==> config.mk <==
export PLATFORM = sky130hd
export DESIGN_NAME = game_controller
export DESIGN_NICKNAME = d
export VERILOG_FILES = /design/src/rtl/game_controller.sv
export SDC_FILE = /design/constraint.sdc
export NUM_CORES = 1
export LEC_CHECK = 0
export ABC_AREA = 1
export CAP_MARGIN = 0
export CORE_AREA = 2 2 133 135
export CTS_CLUSTER_SIZE = 30
export DETAILED_ROUTE_END_ITERATION = 8
export DIE_AREA = 0 0 135 137
export GPL_ROUTABILITY_DRIVEN = 1
export PLACE_DENSITY = 0.42
export SLEW_MARGIN = 20
export SYNTH_ARGS = -nofsm -noshare
export SYNTH_HDL_FRONTEND = slang
export SYNTH_SLANG_ARGS = --single-unit
==> constraint.sdc <==
create_clock -name clock_i -period 2.22 [get_ports clock_i]
set_input_delay 0.222 -clock clock_i [delete_from_list [all_inputs] [get_ports clock_i]]
set_output_delay 0.222 -clock clock_i [all_outputs]
set_load 0.05 [all_outputs]
==> src/rtl/game_controller.sv <==
// Game-flow controller: fills the engine's initial board from an LFSR, runs the
// new-game and color-select handshakes, and scans the game board for win/loss.
module game_controller #(
    parameter logic [15:0] LFSR_SEED = 16'hACE1
) (
    input  logic       clock_i,
    input  logic       reset_i,
    input  logic [4:0] size_i,
    input  logic [3:0] color_num_i,
    input  logic [5:0] move_limit_i,
    input  logic       new_game_req_i,
    input  logic       color_req_i,
    input  logic [2:0] color_req_val_i,
    output logic       init_we_o,
    output logic [4:0] init_row_o,
    output logic [4:0] init_col_o,
    output logic [2:0] init_color_o,
    output logic       start_new_game_o,
    input  logic       started_game_i,
    output logic [2:0] color_selected_o,
    output logic       color_sel_sig_o,
    input  logic       changing_color_i,
    output logic [4:0] rd_row_o,
    output logic [4:0] rd_col_o,
    input  logic [2:0] rd_color_i,
    output logic [5:0] move_count_o,
    output logic       won_o,
    output logic       lost_o,
    output logic       busy_o
);

    typedef enum logic [3:0] {
        StIdle, StGen, StStart, StStartRel, StPlay, StSel, StWaitDone, StScan, StOver
    } state_e;

    state_e      state_q;
    logic [15:0] lfsr_q, lfsr_d;
    logic [4:0]  size_q;
    logic [3:0]  ncol_q;
    logic [5:0]  limit_q;
    logic [4:0]  row_q, col_q;
    logic [2:0]  ref_q;
    logic        init_we_q;
    logic [4:0]  init_row_q, init_col_q;
    logic [2:0]  init_color_q;
    logic        start_q;
    logic [2:0]  color_sel_q;
    logic        sel_sig_q;
    logic [5:0]  move_q;
    logic        won_q, lost_q;

    logic [4:0] size_clamp;
    logic [3:0] ncol_clamp;
    logic [5:0] limit_clamp;
    logic       new_game_ok, color_ok, gen_write;
    logic       row_last, col_last, scan_first, scan_mismatch;
    logic [2:0] scan_ref;

    // Galois form, taps 16,14,13,11
    always_comb begin
        lfsr_d = lfsr_q >> 1;
        if (lfsr_q[0]) begin
            lfsr_d = lfsr_d ^ 16'hB400;
        end
    end

    always_comb begin
        size_clamp  = (size_i < 5'd2) ? 5'd2 : ((size_i > 5'd26) ? 5'd26 : size_i);
        ncol_clamp  = (color_num_i < 4'd2) ? 4'd2 :
                      ((color_num_i > 4'd8) ? 4'd8 : color_num_i);
        limit_clamp = (move_limit_i == 6'd0) ? 6'd1 : move_limit_i;
        new_game_ok = new_game_req_i && !started_game_i && !changing_color_i;
        color_ok    = ({1'b0, color_req_val_i} < ncol_q) && (color_req_val_i != rd_color_i);
        gen_write   = {1'b0, lfsr_q[2:0]} < ncol_q;
        row_last    = row_q == size_q - 5'd1;
        col_last    = col_q == size_q - 5'd1;
        // Pointer only sits at (0,0) on the first scan cycle
        scan_first    = (row_q == 5'd0) && (col_q == 5'd0);
        scan_ref      = scan_first ? rd_color_i : ref_q;
        scan_mismatch = rd_color_i != scan_ref;
    end

    always_ff @(posedge clock_i or posedge reset_i) begin
        if (reset_i) begin
            state_q      <= StIdle;
            lfsr_q       <= LFSR_SEED;
            size_q       <= 5'd0;
            ncol_q       <= 4'd0;
            limit_q      <= 6'd0;
            row_q        <= 5'd0;
            col_q        <= 5'd0;
            ref_q        <= 3'd0;
            init_we_q    <= 1'b0;
            init_row_q   <= 5'd0;
            init_col_q   <= 5'd0;
            init_color_q <= 3'd0;
            start_q      <= 1'b0;
            color_sel_q  <= 3'd0;
            sel_sig_q    <= 1'b0;
            move_q       <= 6'd0;
            won_q        <= 1'b0;
            lost_q       <= 1'b0;
        end else begin
            lfsr_q    <= lfsr_d;
            init_we_q <= 1'b0;
            unique case (state_q)
                StIdle, StPlay, StOver: begin
                    if (new_game_ok) begin
                        size_q  <= size_clamp;
                        ncol_q  <= ncol_clamp;
                        limit_q <= limit_clamp;
                        move_q  <= 6'd0;
                        won_q   <= 1'b0;
                        lost_q  <= 1'b0;
                        row_q   <= 5'd0;
                        col_q   <= 5'd0;
                        state_q <= StGen;
                    end else if (state_q == StPlay && color_req_i && color_ok) begin
                        color_sel_q <= color_req_val_i;
                        sel_sig_q   <= 1'b1;
                        state_q     <= StSel;
                    end
                end
                StGen: begin
                    if (gen_write) begin
                        init_we_q    <= 1'b1;
                        init_row_q   <= row_q;
                        init_col_q   <= col_q;
                        init_color_q <= lfsr_q[2:0];
                        if (col_last) begin
                            col_q <= 5'd0;
                            if (row_last) begin
                                row_q   <= 5'd0;
                                start_q <= 1'b1;
                                state_q <= StStart;
                            end else begin
                                row_q <= row_q + 5'd1;
                            end
                        end else begin
                            col_q <= col_q + 5'd1;
                        end
                    end
                end
                StStart: begin
                    if (started_game_i) begin
                        start_q <= 1'b0;
                        state_q <= StStartRel;
                    end
                end
                StStartRel: begin
                    if (!started_game_i) begin
                        state_q <= StPlay;
                    end
                end
                StSel: begin
                    if (changing_color_i) begin
                        sel_sig_q <= 1'b0;
                        if (move_q != 6'd63) begin
                            move_q <= move_q + 6'd1;
                        end
                        state_q <= StWaitDone;
                    end
                end
                StWaitDone: begin
                    if (!changing_color_i) begin
                        row_q   <= 5'd0;
                        col_q   <= 5'd0;
                        state_q <= StScan;
                    end
                end
                StScan: begin
                    ref_q <= scan_ref;
                    if (scan_mismatch) begin
                        if (move_q >= limit_q) begin
                            lost_q  <= 1'b1;
                            state_q <= StOver;
                        end else begin
                            state_q <= StPlay;
                        end
                    end else if (row_last && col_last) begin
                        won_q   <= 1'b1;
                        state_q <= StOver;
                    end else if (col_last) begin
                        col_q <= 5'd0;
                        row_q <= row_q + 5'd1;
                    end else begin
                        col_q <= col_q + 5'd1;
                    end
                end
                default: state_q <= StIdle;
            endcase
        end
    end

    assign init_we_o        = init_we_q;
    assign init_row_o       = init_row_q;
    assign init_col_o       = init_col_q;
    assign init_color_o     = init_color_q;
    assign start_new_game_o = start_q;
    assign color_selected_o = color_sel_q;
    assign color_sel_sig_o  = sel_sig_q;
    assign move_count_o     = move_q;
    assign won_o            = won_q;
    assign lost_o           = lost_q;
    assign rd_row_o         = (state_q == StScan) ? row_q : 5'd0;
    assign rd_col_o         = (state_q == StScan) ? col_q : 5'd0;
    assign busy_o           = !(state_q inside {StIdle, StPlay, StOver});

endmodule

==> insert_results.sql, run 1 <==
INSERT INTO impl_metrics (metric_group, metric, value, unit) VALUES
('clock_network', 'cts-htree-levels', '3', ''),
('route', 'initialDrtViolationCount', '188', ''),
('worst_setup_path', 'r2r_slack', '0.25', 'ns'),
('final_layout', 'postLayoutCoreUtil', '33.1', '%'),
('route', 'via_count', '3728', ''),
('die', 'core_region_area', '17100', 'sq um'),
('clock_network', 'worst_setup_hold_path_clk_slew', '0.06', 'ns'),
('placement', 'port-buffer-count', '64', ''),
('power_and_ir_drop', 'power_per_cell_area', '1350', 'nW/um^2'),
('logic_synthesis', 'ranking_of_synthesized_cells_by_area', 'sky130_fd_sc_hd__dfrtp_1 (40%), sky130_fd_sc_hd__nand2_1 (13%), sky130_fd_sc_hd__inv_1 (5.2%)', ''),
('worst_setup_path', 'worst_setup_path_type', 'reg -> out', ''),
('final_layout', 'layout.cells.most_common_list', 'sky130_fd_sc_hd__nand2_1 (146), sky130_fd_sc_hd__dfrtp_1 (67), sky130_fd_sc_hd__inv_1 (56)', ''),
('final_layout', 'design.final.nets', '659', ''),
('job', 'max_cap_violations', '0', ''),
('die', 'chipHeight', '137', 'um'),
('clock_network', 'ctsHoldBuffers', '0', ''),
('placement', 'final_hpwl_dp', '8350', 'um'),
('grt', 'grt_antenna_before_repair', '0', ''),
('logic_synthesis', 'netlist-cell-type-count', '43', ''),
('route', 'mean_routed_wirelength_per_cell', '13.3', 'um'),
('clock_network', 'cts_inserted_buffers', '9', ''),
('route', 'drt-total-wl', '11300', 'um'),
('final_layout', 'post_route_cells_drive_above_1_share', '17.1', '%'),
('logic_synthesis', 'netlist_instances', '527', ''),
('worst_setup_path', 'cpPeakStageDelay', '0.50', 'ns'),
('grt', 'pin_count_of_the_biggest_net_entering_global_routing', '76', ''),
('grt', 'first_global_vias', '3613', ''),
('logic_synthesis', 'synth_sequential_area_ratio', '45.0', '%'),
('worst_setup_path', 'critPathBufInv', '3', ''),
('outcome', 'status', 'finished clean', ''),
('die', 'design.die.area', '18500', 'sq um'),
('grt', 'globalRouteTotalUtil', '13.2', '%'),
('sta', 'min_period', '2.03', 'ns'),
('clock_network', 'clock_insertion_delay_worst_skew', '0.35', 'ns'),
('sta', 'worst-slew-pin-transition', '0.523', 'ns'),
('worst_setup_path', 'cp_slowest_cell', 'sky130_fd_sc_hd__dfrtp_1', ''),
('route', 'detail_routed_via_count_per_cell', '4.41', ''),
('worst_setup_path', 'startpoint_type', 'flip-flop', ''),
('worst_setup_path', 'timing.critical_path.required', '2.00', 'ns'),
('logic_synthesis', 'synthDominantCellAreaShare', '40.0', '%'),
('logic_synthesis', 'synth.avg_cell_area', '7.95', 'sq um'),
('logic_synthesis', 'syn_area', '4190', 'sq um'),
('clock_network', 'clockBufferDepth', '2', ''),
('clock_network', 'cts_num_sinks', '75', ''),
('logic_synthesis', 'synth_nets', '570', ''),
('worst_setup_path', 'path_max_fanout', '6', ''),
('sta', 'maxSlewViolCount', '0', ''),
('worst_hold_path', 'hold_path.class', 'in -> async', ''),
('logic_synthesis', 'post_synth_top_area_cell', 'sky130_fd_sc_hd__dfrtp_1', ''),
('sta', 'whs', '0.288', 'ns'),
('grt', 'global_route.overflow_total', '0', ''),
('power_and_ir_drop', 'worst_vdd_ir', '0.609', 'mV'),
('sta', 'final-setup-viol-count', '0', ''),
('grt', 'grt_pass1_wl', '18800', 'um'),
('placement', 'place.gp.congestion', '0.785', ''),
('final_layout', 'layout.cells.most_common', 'sky130_fd_sc_hd__nand2_1', ''),
('sta', 'fmax', '493', 'MHz'),
('sta', 'relSlewSlack', '65.1', '%'),
('final_layout', 'fillCellCount', '1834', ''),
('sta', 'fin_setup_tns', '0', 'ns'),
('logic_synthesis', 'synthesis.yosys.warnings', '0', ''),
('sta', 'setup_repair_after_global_routing_missed_its_margin', 'true', ''),
('clock_network', 'tritoncts_clock_tree', 'done', ''),
('worst_setup_path', 'cp_cell_sequence', 'nand2_1 > nor2_4 > clkinvlp_4 > buf_4 > nor2_1 > buf_12', ''),
('route', 'drt-pass1-iter-count', '4', ''),
('sta', 'final.setup_skew', '0.00609', 'ns'),
('die', 'i_o_pin_total', '65', ''),
('worst_setup_path', 'critPathArrivalTime', '1.81', 'ns'),
('sta', 'final_hold_viol_count', '0', ''),
('logic_synthesis', 'synthArstFlopShare', '100', '%'),
('die', 'core.rowCount', '48', '');
## sequential cells by signal (all words and copies together), names as in the netlist, 3 cells and up
name and flops:
init_row_o 5, init_col_o 5, limit_q 6, ncol_q 4, ref_q 3, init_color_o 3, col_q 5, color_selected_o 3
row_q 5, move_count_o 6, lfsr_q 16, size_q 5, state_q 4
## stage by stage
| step | setup WS (ns) | std cells | power, uW | area (sq um) |
|---|---|---|---|---|
| 6_report | 0.190 | 846 | 7610 | 5650 |
| 5_1_grt | -0.0146 | 846 | 8260 | 5650 |
| 4_1_cts | 0.103 | 845 | 7640 | 5600 |
| 3_5_place_dp | 0.0598 | 825 | 6170 | 5300 |
| 3_3_place_gp | 0.0899 | 825 | 6120 | 5300 |
| 2_1_floorplan | 0.101 | 527 | 4910 | 4190 |
## routing by layer
metal  global-route usage [%]  part of all wire (%)  wire length, um  up-vias
met2                     21.0                    46             5210       68
met1                     17.7                    48             5430     1784
met3                     3.22                   4.3              479       10
li1                         -                     -                -     1866
met5                        0                     0                0        -
met4                     3.99                   1.3              144        0
## layout make-up
type                            instances  area [sq um]  area share [%]
Tap cell                              225           282            4.99
Clock inverter                          6          41.3           0.731
Multi-Input combinational cell        372          2010            35.7
Clock buffer                           10           229            4.05
Inverter                               70           267            4.72
Timing Repair Buffer                   88           928            16.4
Sequential cell                        75          1890            33.4
## worst min-delay path, delay by kind of cell
kind                   cells  cell delay, ns
buffers and inverters      3            0.82
## where the power goes
| part | total [uW] | internal [uW] | switching [uW] |
|---|---|---|---|
| Combinational | 4190 | 1490 | 2710 |
| Clock | 1370 | 757 | 613 |
| Sequential | 2040 | 1780 | 269 |
| Total | 7610 | 4020 | 3590 |
## timing repair
| item | CTS | global route |
|---|---|---|
| setup buffers | 4 | 1 |
| gates cloned | 0 | 0 |
| resized for setup | 1 | 7 |
| setup endpoints to repair | 10 | 14 |
| pin swaps | 1 | 1 |
## cells by family (layout without fill, tap and decap cells)
logic type               count (synthesis)  after routing  share of synthesized area, %
adder cells (fa/ha/maj)                 16             16                          4.78
XOR/XNOR                                11             11                          2.30
flip-flops                              75             75                          45.0
AND/OR/NAND/NOR                        278            278                          29.8
multiplexers                             4              4                          1.07
buffers and inverters                   80            174                          7.79
AO/OA/AOI/OAI                           63             63                          9.23
## path summary, 6_finish.rpt
path,startpoint,endpoint,cells past startpoint
worst max-delay path,state_q[1],rd_col_o[4],6
worst min-delay path,reset_i,lfsr_q[4],3
worst max register to register,size_q[0],col_q[3],12
worst min register to register,lfsr_q[9],lfsr_q[8],0
max in group asynchronous,reset_i,lfsr_q[10],3
min in group clock_i,lfsr_q[9],lfsr_q[8],0
## Yosys cell counts (2+ instances only)
| library cell | number |
|---|---|
| sky130_fd_sc_hd__xnor2_1 | 2 |
| sky130_fd_sc_hd__o21ai_0 | 21 |
| sky130_fd_sc_hd__buf_4 | 2 |
| sky130_fd_sc_hd__a21oi_2 | 2 |
| sky130_fd_sc_hd__clkbuf_1 | 3 |
| sky130_fd_sc_hd__inv_1 | 58 |
| sky130_fd_sc_hd__nand4_1 | 7 |
| sky130_fd_sc_hd__o21ai_1 | 7 |
| sky130_fd_sc_hd__nand3_2 | 4 |
| sky130_fd_sc_hd__nor3_2 | 2 |
| sky130_fd_sc_hd__dfrtp_1 | 67 |
| sky130_fd_sc_hd__mux2_2 | 4 |
| sky130_fd_sc_hd__a21oi_1 | 9 |
| sky130_fd_sc_hd__dfstp_2 | 8 |
| sky130_fd_sc_hd__nand3_1 | 42 |
| sky130_fd_sc_hd__ha_1 | 16 |
| sky130_fd_sc_hd__buf_6 | 2 |
| sky130_fd_sc_hd__nor2_2 | 5 |
| sky130_fd_sc_hd__nor4_1 | 2 |
| sky130_fd_sc_hd__inv_2 | 12 |
| sky130_fd_sc_hd__nor2_4 | 2 |
| sky130_fd_sc_hd__nand2_2 | 7 |
| sky130_fd_sc_hd__nor2_1 | 51 |
| sky130_fd_sc_hd__a211oi_1 | 2 |
| sky130_fd_sc_hd__xor2_1 | 9 |
| sky130_fd_sc_hd__buf_2 | 3 |
| sky130_fd_sc_hd__nand2_1 | 148 |
| sky130_fd_sc_hd__nor3_1 | 2 |
| sky130_fd_sc_hd__o21a_1 | 11 |
| sky130_fd_sc_hd__a31oi_1 | 4 |
Note: power is estimated with default switching activity, not from simulation.
==> run 2: changes to the inputs <==
- CORE_AREA: 2 2 133 135 -> 5 5 136 138
- DIE_AREA: 0 0 135 137 -> 0 0 141 143
==> run 2 against run 1 <==
  * Die area increased by 9.0%
  * Clock-buffer cell count unchanged
  * Wire length decreased by 0.90%
  * Critical path type unchanged
  * Critical path depth increased by 1
  * Design area increased by 0.73%
  * Global-route usage decreased by 1.8 points
  * Final cell count decreased by 0.24%
  * Critical endpoint is now rd_row_o[3]
  * Worst setup slack got worse by 0.031 ns
==> insert_results.sql, run 2 (synthesis gave the netlist of run 1 again) <==
INSERT INTO impl_metrics (metric_group, metric, value, unit) VALUES
('final_layout', 'layout.cells.most_common_list', 'sky130_fd_sc_hd__nand2_1 (145), sky130_fd_sc_hd__dfrtp_1 (66), sky130_fd_sc_hd__inv_1 (56)', ''),
('sta', 'final.setup_skew', '0.00756', 'ns'),
('grt', 'grt_pass1_wl', '18200', 'um'),
('sta', 'relSlewSlack', '65.7', '%'),
('grt', 'grt_antenna_before_repair', '0', ''),
('worst_setup_path', 'critPathArrivalTime', '1.84', 'ns'),
('sta', 'setup_repair_after_global_routing_missed_its_margin', 'false', ''),
('placement', 'final_hpwl_dp', '8450', 'um'),
('worst_setup_path', 'cp_cell_sequence', 'inv_2 > nand2_2 > nor2_4 > clkinvlp_4 > buf_4 > nor2_1 > buf_12', ''),
('sta', 'final-setup-viol-count', '0', ''),
('sta', 'worst-slew-pin-transition', '0.512', 'ns'),
('die', 'core.rowCount', '48', ''),
('sta', 'fin_crit_share', '92.9', '%'),
('final_layout', 'design.final.nets', '657', ''),
('sta', 'fin_setup_tns', '0', 'ns'),
('placement', 'place.gp.congestion', '0.823', ''),
('route', 'drt_drc_violations_left', '0', ''),
('worst_setup_path', 'setup.worst_path.end_class', 'output port', ''),
('clock_network', 'ctsHoldBuffers', '0', ''),
('worst_hold_path', 'hold_path.class', 'in -> async', ''),
('final_layout', 'largest_reg_flops', '16', ''),
('sta', 'whs', '0.203', 'ns'),
('clock_network', 'tritoncts_clock_tree', 'done', ''),
('power_and_ir_drop', 'power_per_cell_area', '1370', 'nW/um^2'),
('placement', 'port-buffer-count', '64', ''),
('power_and_ir_drop', 'worst_vdd_ir', '0.910', 'mV'),
('placement', 'placed_cells_incl_taps', '821', ''),
('worst_setup_path', 'cp_slowest_cell', 'sky130_fd_sc_hd__dfrtp_1', ''),
('final_layout', 'final_cells', '844', ''),
('worst_setup_path', 'worst_setup_path_type', 'reg -> out', ''),
('final_layout', 'synthToLayoutAreaGrowth', '35.7', '%'),
('route', 'via_count', '3664', ''),
('sta', 'min_period', '2.06', 'ns'),
('clock_network', 'cts_inserted_buffers', '9', ''),
('clock_network', 'clock-root-buffer', 'sky130_fd_sc_hd__clkbuf_16', ''),
('route', 'mean_routed_wirelength_per_cell', '13.2', 'um'),
('grt', 'first_global_vias', '3558', ''),
('clock_network', 'cts_num_sinks', '75', ''),
('grt', 'pin_count_of_the_biggest_net_entering_global_routing', '60', ''),
('die', 'i_o_pin_total', '65', ''),
('sta', 'maxSlewViolCount', '0', ''),
('final_layout', 'num_antenna_cells', '0', ''),
('route', 'drt-pass1-iter-count', '4', ''),
('clock_network', 'clock_insertion_delay_worst_skew', '0.34', 'ns'),
('power_and_ir_drop', 'power_leakage', '0.00270', 'uW'),
('sta', 'final_hold_viol_count', '0', ''),
('route', 'initialDrtViolationCount', '178', ''),
('die', 'chipHeight', '143', 'um'),
('die', 'core_region_area', '17100', 'sq um'),
('grt', 'global_route.overflow_total', '0', ''),
('grt', 'globalRouteTotalUtil', '11.4', '%'),
('worst_setup_path', 'timing.critical_path.required', '2.00', 'ns'),
('die', 'design.die.area', '20200', 'sq um'),
('final_layout', 'post_route_cells_drive_above_1_share', '17.1', '%'),
('sta', 'fmax', '485', 'MHz'),
('worst_setup_path', 'cpPeakStageDelay', '0.42', 'ns'),
('clock_network', 'clockBufferDepth', '2', ''),
('job', 'max_cap_violations', '0', ''),
('final_layout', 'fillCellCount', '1819', ''),
('route', 'detail_routed_via_count_per_cell', '4.34', ''),
('clock_network', 'cts-htree-levels', '3', ''),
('route', 'postRouteAntennaNets', '0', ''),
('worst_setup_path', 'path_max_fanout', '6', ''),
('worst_setup_path', 'startpoint_type', 'flip-flop', ''),
('final_layout', 'layout.cells.most_common', 'sky130_fd_sc_hd__nand2_1', ''),
('clock_network', 'worst_setup_hold_path_clk_slew', '0.06', 'ns'),
('final_layout', 'regMostFlops', 'lfsr_q', ''),
('route', 'drt-total-wl', '11200', 'um'),
('die', 'die-width', '141', 'um'),
('outcome', 'status', 'finished clean', ''),
('die', 'initial_core_util', '24.6', '%');
## run 2: cell count changes in the layout (fill, tap and decap cells not counted), sizes merged
cell      delta
clkinvlp     -2
buf          -2
bufinv       +2
## run 2: cell type report
| class | count | area (sq um) | share of cell area [%] |
|---|---|---|---|
| tap | 225 | 282 | 4.95 |
| clock inverter | 6 | 90.1 | 1.58 |
| sequential | 75 | 1890 | 33.2 |
| timing repair buffer | 86 | 917 | 16.1 |
| multi-input combinational | 372 | 2020 | 35.4 |
| clock buffer | 10 | 229 | 4.03 |
| inverter | 70 | 267 | 4.69 |
## run 2: final timing paths
check                           startpoint       endpoint  slack (ns)  cells past startpoint
worst min-delay path               reset_i  init_row_o[0]        0.20                      2
max in group asynchronous          reset_i      lfsr_q[5]        1.33                      3
min in group clock_i             lfsr_q[9]      lfsr_q[8]        0.35                      0
worst max register to register   size_q[1]       row_q[2]        0.20                     13
worst min register to register   lfsr_q[9]      lfsr_q[8]        0.35                      0
worst max-delay path            state_q[3]    rd_row_o[3]        0.16                      7
## run 2: metrics by stage
| stage | setup WS, ns | cell area [sq um] | power [uW] | utilization [%] |
|---|---|---|---|---|
| 3_3_place_gp | 0.110 | 5270 | 6040 | 30.9 |
| 2_1_floorplan | 0.101 | 4190 | 4910 | - |
| 5_1_grt | 0.00200 | 5690 | 8430 | 33.3 |
| 6_report | 0.159 | 5690 | 7780 | 33.3 |
| 4_1_cts | 0.00887 | 5610 | 7750 | 32.9 |
| 3_5_place_dp | 0.0792 | 5270 | 6080 | 30.9 |
## run 2: timing repair
item                                    in CTS  in global routing
endpoints found under the hold margin        0                  0
gates resized for setup                      1                 10
pin swaps                                    0                  3
buffers inserted                             3                  4
endpoints found under the setup margin       7                 25
## run 2: power breakdown
part           internal [uW]  total (uW)  switching, uW
registers               1780        2050            268
clock network            988        1580            595
logic                   1450        4150           2690
## run 2: worst max-delay path, delay by kind of cell, from the launching register on
family	cells	cell delay, ns
buf+inv	4	0.57
simple gates	3	0.50
flops	1	0.42
## run 2: metal layers
layer	vias up	GRT usage, %	share of wire, %
met5	-	0	0
met1	1719	15.5	50
li1	1872	-	-
met3	10	3.82	4.9
met4	0	2.40	1.1
met2	63	17.7	44
==> run 3: changes to the inputs <==
--- a/config.mk
+++ b/config.mk
@@ -14,3 +14,5 @@
 export GPL_ROUTABILITY_DRIVEN = 1
+export MAX_ROUTING_LAYER = met4
 export PLACE_DENSITY = 0.42
+export SKIP_CTS_REPAIR_TIMING = 1
 export SLEW_MARGIN = 20
==> constraint.sdc (replaced) <==
create_clock -name clock_i -period 2.22 [get_ports clock_i]
set_input_delay 0.444 -clock clock_i [delete_from_list [all_inputs] [get_ports clock_i]]
set_output_delay 0.444 -clock clock_i [all_outputs]
set_load 0.05 [all_outputs]
==> run 3 against run 2 <==
  * Utilization up 0.49 points
  * Non-clock buffer count grew 8
  * Final cell count is 0.95% higher
  * Clock power decreased by 7%
  * Design area grew 1.5%
  * Die area unchanged
  * Wire length decreased by 1.3%
  * Largest power group unchanged
==> insert_results.sql, run 3 (synthesis gave the netlist of run 1 again) <==
INSERT INTO impl_metrics (metric_group, metric, value, unit) VALUES
('final_layout', 'regMostFlops', 'lfsr_q', ''),
('outcome', 'status', 'finished clean', ''),
('die', 'core.rowCount', '48', ''),
('worst_setup_path', 'worst_setup_path_type', 'reg -> out', ''),
('sta', 'fin_setup_tns', '0', 'ns'),
('final_layout', 'layout.cells.most_common', 'sky130_fd_sc_hd__nand2_1', ''),
('die', 'chipHeight', '143', 'um'),
('final_layout', 'post_route_cells_drive_above_1_share', '19.5', '%'),
('die', 'design.die.area', '20200', 'sq um'),
('route', 'initialDrtViolationCount', '125', ''),
('worst_setup_path', 'path_max_fanout', '13', ''),
('die', 'initial_core_util', '24.6', '%'),
('placement', 'place_ws', '-0.0363', 'ns'),
('route', 'postRouteAntennaNets', '0', ''),
('sta', 'setup_repair_after_global_routing_missed_its_margin', 'true', ''),
('final_layout', 'layout.cells.most_common_list', 'sky130_fd_sc_hd__nand2_1 (146), sky130_fd_sc_hd__dfrtp_1 (66), sky130_fd_sc_hd__inv_1 (56)', ''),
('clock_network', 'clockBufferDepth', '2', ''),
('power_and_ir_drop', 'power_per_cell_area', '1360', 'nW/um^2'),
('grt', 'grt_antenna_before_repair', '0', ''),
('die', 'core_region_area', '17100', 'sq um'),
('route', 'drt-pass1-iter-count', '4', ''),
('worst_setup_path', 'startpoint_type', 'flip-flop', ''),
('route', 'via_count', '3713', ''),
('final_layout', 'largest_reg_flops', '16', ''),
('final_layout', 'postLayoutCoreUtil', '33.8', '%'),
('final_layout', 'fillCellCount', '1814', ''),
('power_and_ir_drop', 'worst_vdd_ir', '0.588', 'mV'),
('placement', 'final_hpwl_dp', '8570', 'um'),
('clock_network', 'cts_inserted_buffers', '9', ''),
('route', 'drt-total-wl', '11000', 'um'),
('power_and_ir_drop', 'power_leakage', '0.00272', 'uW'),
('worst_setup_path', 'setup.worst_path.end_class', 'output port', ''),
('sta', 'whs', '0.353', 'ns'),
('sta', 'final_hold_viol_count', '0', ''),
('die', 'i_o_pin_total', '65', ''),
('sta', 'postLayoutSetupSlackWorst', '0.0326', 'ns'),
('final_layout', 'final_cells', '852', ''),
('worst_hold_path', 'hold_path.class', 'reg -> reg', ''),
('grt', 'globalRouteTotalUtil', '12.1', '%'),
('clock_network', 'clock_insertion_delay_worst_skew', '0.34', 'ns'),
('grt', 'grt_pass1_wl', '18900', 'um'),
('sta', 'fin_crit_share', '98.5', '%'),
('final_layout', 'design.final.nets', '665', ''),
('clock_network', 'cts_num_sinks', '75', ''),
('grt', 'first_global_vias', '3841', ''),
('job', 'max_cap_violations', '0', ''),
('final_layout', 'synthToLayoutAreaGrowth', '37.7', '%'),
('clock_network', 'tritoncts_clock_tree', 'done', ''),
('sta', 'final-setup-viol-count', '0', ''),
('route', 'mean_routed_wirelength_per_cell', '12.9', 'um'),
('grt', 'global_route.overflow_total', '0', ''),
('placement', 'placed_cells_incl_taps', '834', ''),
('clock_network', 'cts-htree-levels', '3', ''),
('worst_setup_path', 'critPathArrivalTime', '1.74', 'ns'),
('grt', 'pin_count_of_the_biggest_net_entering_global_routing', '45', ''),
('sta', 'maxSlewViolCount', '0', ''),
('sta', 'worst-slew-pin-transition', '0.601', 'ns'),
('die', 'die-width', '141', 'um'),
('clock_network', 'clock-root-buffer', 'sky130_fd_sc_hd__clkbuf_16', ''),
('route', 'detail_routed_via_count_per_cell', '4.36', ''),
('sta', 'fmax', '457', 'MHz'),
('clock_network', 'worst_setup_hold_path_clk_slew', '0.06', 'ns'),
('route', 'drt_drc_violations_left', '0', ''),
('placement', 'port-buffer-count', '64', ''),
('placement', 'place.gp.congestion', '0.847', ''),
('final_layout', 'num_antenna_cells', '0', ''),
('sta', 'min_period', '2.19', 'ns'),
('sta', 'final.setup_skew', '0.00694', 'ns'),
('sta', 'relSlewSlack', '59.9', '%'),
('worst_setup_path', 'timing.critical_path.required', '1.78', 'ns');
[run 3: changes by cell type in the layout (fill, tap and decap cells not counted), moves of 2 or more]
cell	before	now
sky130_fd_sc_hd__ha_1	16	14
sky130_fd_sc_hd__nand3_4	2	4
sky130_fd_sc_hd__nor2_2	5	11
sky130_fd_sc_hd__nor2_1	50	44
sky130_fd_sc_hd__nand3_2	3	1
sky130_fd_sc_hd__buf_4	20	29
sky130_fd_sc_hd__clkinvlp_4	2	4
[run 3: final timing paths]
check                           startpoint           to  slack (ns)  depth (start not counted)
worst max-delay path            state_q[3]  rd_row_o[4]        0.03                          7
worst min-delay path             lfsr_q[3]    lfsr_q[2]        0.35                          0
worst max register to register    col_q[0]     row_q[0]        0.21                         13
worst min register to register   lfsr_q[3]    lfsr_q[2]        0.35                          0
max in group asynchronous          reset_i   state_q[1]        1.11                          3
min in group asynchronous          reset_i    lfsr_q[8]        0.60                          3
[run 3: layout make-up]
type	instances	area, sq um	area share [%]
Sequential cell	75	1890	32.7
Clock inverter	7	76.3	1.32
Multi-Input combinational cell	372	2050	35.5
Inverter	70	270	4.68
Clock buffer	9	225	3.90
Timing Repair Buffer	94	980	17.0
Tap cell	225	282	4.88
[run 3: critical path, cell delays in order (launching register included)]
cell	delay [ns]
sky130_fd_sc_hd__dfrtp_1	0.44
sky130_fd_sc_hd__inv_2	0.11
sky130_fd_sc_hd__nand2_2	0.09
sky130_fd_sc_hd__nor2_4	0.14
sky130_fd_sc_hd__clkinvlp_4	0.11
sky130_fd_sc_hd__buf_12	0.15
sky130_fd_sc_hd__nor2_1	0.18
sky130_fd_sc_hd__buf_12	0.17
[run 3: where the power goes]
group / switching, uW / total (uW) / internal, uW
Clock: 597 / 1470 / 877
Combinational: 2750 / 4320 / 1570
Sequential: 277 / 2050 / 1780
[run 3: through the flow]
stage | power [uW] | area [sq um]
CTS | 7780 | 5660
detailed placement | 6250 | 5360
global route | 8530 | 5770
global placement | 6190 | 5360
floorplan | 4910 | 4190
finish | 7850 | 5770
[run 3: metal layers]
metal	GRT usage [%]	up-vias	part of all wire [%]
met5	-	-	0
met4	3.77	0	1.2
met3	3.45	11	3.7
met2	18.0	59	45
met1	15.9	1761	50
li1	-	1882	-
